### config.mk
export PLATFORM = sky130hd
export DESIGN_NAME = timer_cmd_sender
export DESIGN_NICKNAME = d
export VERILOG_FILES = /design/src/rtl/timer_cmd_sender.sv
export SDC_FILE = /design/constraint.sdc
export NUM_CORES = 1
export LEC_CHECK = 0
export ABC_AREA = 1
export BUFFER_PORTS_ARGS = -buffer_cell sky130_fd_sc_hd__buf_2
export CORE_MARGIN = 1.5
export CORE_UTILIZATION = 42
export CTS_CLUSTER_DIAMETER = 200
export DETAILED_ROUTE_END_ITERATION = 10
export GPL_ROUTABILITY_DRIVEN = 1
export PLACE_DENSITY_LB_ADDON = 0.15
export SYNTH_ARGS = -nofsm -noshare
export SYNTH_HDL_FRONTEND = slang
export SYNTH_SLANG_ARGS = --single-unit
### constraint.sdc
create_clock -name clk -period 1.3 [get_ports clk]
set_input_delay 0.26 -clock clk [delete_from_list [all_inputs] [get_ports clk]]
set_output_delay 0.26 -clock clk [all_outputs]
set_load 0.05 [all_outputs]
### src/rtl/timer_cmd_sender.sv
// Timer command sender: serialises an 8-bit frame (1101 sync + 4-bit delay, MSB first),
// then waits for the far-end done level and acknowledges it. Optional abort: TIMER_CMD_TIMEOUT_EN.
module timer_cmd_sender #(
   parameter int TIMEOUT_CYCLES = 20000
) (
   input  logic       clk,
   input  logic       reset,
   input  logic       start,
   input  logic [3:0] delay,
   input  logic       done,
   output logic       ready,
   output logic       data,
   output logic       busy,
   output logic       ack,
   output logic       timeout
);

   typedef enum logic [2:0] {
      IDLE,
      SYNC,
      DELAY,
      WAIT_DONE,
      ACK
`ifdef TIMER_CMD_TIMEOUT_EN
      , TMO
`endif
   } state_t;

   // Sync word sent LSB-indexed by the bit counter: cnt 0..3 -> 1,1,0,1
   localparam logic [3:0] SYNC_PAT = 4'b1011;

   if (TIMEOUT_CYCLES < 2 || TIMEOUT_CYCLES > 65535) begin : g_param_check
      $error("timer_cmd_sender: TIMEOUT_CYCLES must be in 2..65535");
   end

   state_t     state_q, state_d;
   logic [1:0] cnt_q, cnt_d;
   logic [3:0] dly_q, dly_d;
   logic       ready_q, ready_d;
   logic       data_q, data_d;
   logic       busy_q, busy_d;
   logic       ack_q, ack_d;

`ifdef TIMER_CMD_TIMEOUT_EN
   localparam logic [15:0] TMO_LAST = 16'(TIMEOUT_CYCLES - 1);
   logic [15:0] tmo_cnt_q, tmo_cnt_d;
   logic        timeout_q, timeout_d;
`endif

   always_comb begin
      state_d = state_q;
      cnt_d   = cnt_q;
      dly_d   = dly_q;
`ifdef TIMER_CMD_TIMEOUT_EN
      tmo_cnt_d = tmo_cnt_q;
`endif
      case (state_q)
         IDLE: begin
            if (start) begin
               dly_d   = delay;
               cnt_d   = 2'd0;
               state_d = SYNC;
            end
         end
         SYNC: begin
            cnt_d = cnt_q + 2'd1;
            if (cnt_q == 2'd3) state_d = DELAY;
         end
         DELAY: begin
            cnt_d = cnt_q + 2'd1;
            if (cnt_q == 2'd3) begin
               state_d = WAIT_DONE;
`ifdef TIMER_CMD_TIMEOUT_EN
               tmo_cnt_d = 16'd0;
`endif
            end
         end
         WAIT_DONE: begin
            // done beats the terminal count when both occur together
            if (done) state_d = ACK;
`ifdef TIMER_CMD_TIMEOUT_EN
            else if (tmo_cnt_q == TMO_LAST) state_d = TMO;
            else tmo_cnt_d = tmo_cnt_q + 16'd1;
`endif
         end
         ACK:     state_d = IDLE;
`ifdef TIMER_CMD_TIMEOUT_EN
         TMO:     state_d = IDLE;
`endif
         default: state_d = IDLE;
      endcase
   end

   // Outputs are registered from the next state so they line up with the state they describe
   always_comb begin
      data_d = 1'b0;
      case (state_d)
         SYNC:    data_d = SYNC_PAT[cnt_d];
         DELAY:   data_d = dly_d[2'd3 - cnt_d];
         default: data_d = 1'b0;
      endcase
      ready_d = (state_d == IDLE);
      busy_d  = (state_d == SYNC) || (state_d == DELAY) || (state_d == WAIT_DONE);
      ack_d   = (state_d == ACK);
`ifdef TIMER_CMD_TIMEOUT_EN
      timeout_d = (state_d == TMO);
`endif
   end

   always_ff @(posedge clk) begin
      if (reset) begin
         state_q <= IDLE;
         cnt_q   <= 2'd0;
         dly_q   <= 4'd0;
         ready_q <= 1'b1;
         data_q  <= 1'b0;
         busy_q  <= 1'b0;
         ack_q   <= 1'b0;
`ifdef TIMER_CMD_TIMEOUT_EN
         tmo_cnt_q <= 16'd0;
         timeout_q <= 1'b0;
`endif
      end else begin
         state_q <= state_d;
         cnt_q   <= cnt_d;
         dly_q   <= dly_d;
         ready_q <= ready_d;
         data_q  <= data_d;
         busy_q  <= busy_d;
         ack_q   <= ack_d;
`ifdef TIMER_CMD_TIMEOUT_EN
         tmo_cnt_q <= tmo_cnt_d;
         timeout_q <= timeout_d;
`endif
      end
   end

   assign ready = ready_q;
   assign data  = data_q;
   assign busy  = busy_q;
   assign ack   = ack_q;
`ifdef TIMER_CMD_TIMEOUT_EN
   assign timeout = timeout_q;
`else
   assign timeout = 1'b0;
`endif

endmodule
# Yosys cells after proc, flatten, opt, wreduce, memory -nomap -nowiden
# Index checks and enable logic that the tools add are counted.
[totals] wordCells=38 regBits=13 inputBits=8
[classes] n_eq_ne=8 n_mux=14 n_addsub=2 reduce_logical=5 n_lt_le_gt_ge=2
[ops] op="$eq A3 B2 Y1 const B" count=4
[ops] op="$mux W3" count=4
[ops] op="$pmux W3 S4" count=1
[ops] op="$mux W4" count=2
[ops] op="$eq A3 B1 Y1 const B" count=2
[ops] op="$logic_not A3 Y1" count=2
[ops] op="$lt A2 B3 Y1 const B" count=2
[ops] op="$bmux W1 S2" count=2
[ops] op="$pmux W2 S2" count=1
[ops] op="$eq A3 B3 Y1 const B" count=1
[ops] op="$add A2 B1 Y2 const B" count=1
[ops] op="$eq A2 B2 Y1 const B" count=1
[ops] op="$logic_or A1 B1 Y1" count=2
[ops] op="$mux W1" count=2
[ops] op="$mux W2" count=1
[ops] op="$pmux W1 S2" count=1
[ops] op="$reduce_or A2 Y1" count=1
[ops] op="$sub A2 B2 Y2 const A" count=1

# Logic depth before layout (Yosys ltp)
[logic_depth] word_depth=7 ltp_mapped=10 ltp_nobuf=10

# Worst setup path after synthesis
# Ideal clock, no wire load.
[synth_path] path_type="reg2reg" startpoint="register state_q[2]" endpoint="register data_q, in the netlist data" path_buffers=0 t_arrival_ns=1.062 path_stages_with_launch=8 required_ns=1.185 path_slack_ns=0.123 synth_period_minus_slack_ns=1.177 path_cell_list="dfxtp_1 -> nor2_4 -> nand2_1 -> nor2_2 -> o21ai_0 -> nand3_1 -> nand3_1 -> a21oi_2"
[synth_between] elab_chain_len=7 word_cells_on_any_way=20 cone_classes="1 x add/sub; 5 x eq/ne; 12 x mux; 2 x reduce/logical"
[synth_rtl] element="start, declared" line_no="36" text="state_t state_q, state_d;"
[synth_rtl] element="start signal, assigned" line_no="124" text="state_q <= state_d;"
[synth_rtl] element="$eq A3 B2 Y1 / $eq A3 B1 Y1 (equally long branches)" line_no="57" text="case (state_q)"
[synth_rtl] element="$reduce_or A2 Y1 (no source line)"
[synth_rtl] element="$pmux W2 S2" line_no="57"
[synth_rtl] element="$sub A2 B2 Y2" line_no="99" text="DELAY: data_d = dly_d[2'd3 - cnt_d];"
[synth_rtl] element="$bmux W1 S2" line_no="99"
[synth_rtl] element="$mux W1 (not written as such)" line_no="99"
[synth_rtl] element="$pmux W1 S2 *" line_no="97" text="case (state_d)"
[synth_rtl] element="end signal, assigned" line_no="128" text="data_q <= data_d;"
[synth_rtl] element="end, declared" line_no="40" text="logic data_q, data_d;"
# Mark *: on every way between the ends. The rest lies on a longest branch, timed or not. The select of a mux whose other input is x is not followed.
# A chain may end at the register's enable or synchronous reset.

# Final worst setup path
[layout_path] startpoint="register state_q[1]" endpoint="register data_q, in the netlist data"
# The elaborated chain is that of the path after synthesis.

==> out/metrics.yaml <==
setup_path:
  crit_slowest_cell: "dfxtp_4"
  cp_top_family: "simple AND/OR/NAND/NOR gates"
  cp.required_ps: 1480
  reg2reg_to: "data"
  r2r_cells: 8
  cp-start-kind: "register"
  r2r_slack_ps: 10
  critPathCaptureType: "register"
  max_stage_delay_ps: 380
  regToRegStartpoint: "state_q[1]"
  cp_num_buf_inv: 0
  worst_ep_arrival_time_ps: 1470
  path_cells: "nor2_4 > nand2_2 > nor2_4 > nand2_1 > o21ai_0 > nand3_1 > nand3_1 > a21oi_2"
  crit_path_max_fanout: 4
  worst-setup-path-type: "reg -> reg"
clock_network:
  cts_hold_buf: 0
  htreeDepth: 1
  cts.clk_slew.worst_paths_ps: 80
  cts_tree: "yes"
  clock-root-buffer: "clkbuf_4"
  cts_buffer_depth: 2
  cts_made_buffers: 3
  clock_latency_ps: 280
  cts.sinks: 13
timing:
  min_period_over_period_pct: 99.1
  hold_viol: 0
  skew_ps: 2.99
  tns_ps: 0
  period_needed_ps: 1290
  finalSetupViolCount: 0
  maxSlewViolCount: 0
  rsz0062_at_grt: "yes"
  fmax_ghz: 0.776
routing:
  via_per_inst: 4.82
  drt_iter0_drc: 9
  routed_wl_mm: 1.44
  num_vias: 641
  firstDrtPassIters: 4
  drc: 0
  postRouteAntennaNets: 0
  avgRoutedWirePerCell_um: 10.8
hold_path:
  hp-class: "in -> reg"
  holdPathStages: 3
  hp-start: "delay[1]"
  holdPathEnd: "dly_q[1]"
cells_and_area:
  fin_nets: 127
  syn_to_final_growth_pct: 29.8
  diodes: 0
  fillerInstances: 143
  fin_cells: 133
  drive_gt1_share_pct: 41.9
synthesis:
  syn_nets: 109
  yosys_warnings: 0
  ys_seq_area_share_pct: 38.7
  syn_area_um2: 672
  synth_top_area_share_pct: 38.7
  avgSynthCellArea_um2: 6.72
  synthCells: 100
  synth_area_leaders: "dfxtp_1, nand2_1, nand3_1"
  synth.largest_area_cell: "dfxtp_1"
  ys_ff_latch: 13
  ys_types: 19
global_routing:
  grt_first_pass_wirelength_mm: 2.25
  grt_pass1_vias: 560
  gr-usage-all-layers_pct: 16.4
  antenna_found_initial: 0
  grt_max_degree: 13
  overflow: 0
power:
  peakVddDrop_uv: 662
  p_per_area_mw_per_mm2: 1050
  power.leakage_nw: 0.437
placed_design:
  place_hpwl_mm: 1.01
  port_buffers: 11
  dp.cells: 127
  place_congestion: 0.846
floorplan:
  die_area_mm2: 0.00185
  die_y_um: 43.0
  initial_core_util_pct: 44.6
  std_cell_rows: 14
  io-pin-count: 13
  coreArea_mm2: 0.00151
  die_w_um: 43.0
flow_run:
  maxCapViolCount: 0
run_status:
  outcome: "complete, no violations"
==> report_power, final <==
part	internal, mW	switching, mW	total, mW
registers	0.420	0.0146	0.434
clock network	0.119	0.138	0.258
logic	0.0770	0.145	0.222
==> metrics by stage <==
step	instance area [µm²]	utilization [%]	hold slack (ps)	setup WS, ps	power [mW]
2_1_floorplan	672	-	341	123	0.585
3_3_place_gp	751	49.8	459	-28.6	0.633
3_5_place_dp	751	49.8	466	-24.8	0.634
4_1_cts	801	53.2	253	2.81	0.886
5_1_grt	872	57.9	257	-55.8	0.955
6_report	872	57.9	236	11.9	0.914
==> cell type report <==
class	instances	area [µm²]	area share, %
Clock buffer	4	26.3	3.01
Inverter	15	63.8	7.32
Multi-Input combinational cell	70	404	46.3
Sequential cell	13	273	31.3
Tap cell	16	20.0	2.30
Timing Repair Buffer	15	85.1	9.76
==> cell usage in the layout, fill, tap and decap left out, types with 2 or more instances in the layout <==
cell type  Yosys  routed
dfxtp_1       13       9
nand2_1       25      21
inv_1         13      12
clkbuf_4       0       3
a21oi_2        1       2
nor2_1        10      10
a21oi_1        4       3
nand3_2        0       3
buf_4          1       4
buf_2          0      11
o21ai_0        3       2
nand2_2        6       9
nor2_4         2       5
dfxtp_4        0       3
nand3_1       11       8
o21ai_2        1       2
==> flip-flops by register name, indices dropped and copies added, names as in the netlist <==
name	count
state_q	3
ready	1
busy	1
data	1
dly_q	4
ack	1
cnt_q	2
==> worst max-delay path by stage <==
stage,startpoint,endpoint,slack (ps),cells after the start
after floorplan,state_q[2],data,120,7
after global placement,state_q[2],data,-30,8
after detailed placement,state_q[2],data,-20,9
after CTS,state_q[2],data,3,8
after global routing,state_q[0],data,-60,10
final,state_q[1],data,10,8
==> tightest hold or removal path, stage by stage <==
cell,delay [ps]
buf_2,100
nand2_2,60
a21oi_1,50
==> timing repair <==
item                       in CTS  in global routing
gates cloned                    0                  0
buffers inserted                0                  2
resized for setup               8                 19
pin swaps                       2                  6
setup endpoints to repair       1                  2
==> layer usage <==
layer  vias up  GRT usage, %  wire [µm]  part of all wire [%]
met2        13          24.8        703                    49
met3         5          2.55         41                   2.9
met4         0          10.9         41                   2.9
met1       281          21.4        651                    45
met5         -             0          0                     0
li1        342             -          -                     -
==> cells in the mapped netlist (all sizes together) <==
library cell	instances
clkbuf	1
o21ai	5
a21oi	5
buf	1
nand3	11
nor2	15
nand2	31
ha	1
nor3	1
dfxtp	13
conb	1
inv	15
==> kinds of logic after synthesis <==
| kind of cell | Yosys count | share of synthesized area, % |
|---|---|---|
| simple gates | 58 | 40.2 |
| other cells | 1 | 0.558 |
| flops | 13 | 38.7 |
| buf+inv | 17 | 10.1 |
| compound gates | 10 | 8.57 |
| fa+ha+maj | 1 | 1.86 |
Note: power is estimated with default switching activity, not from simulation.
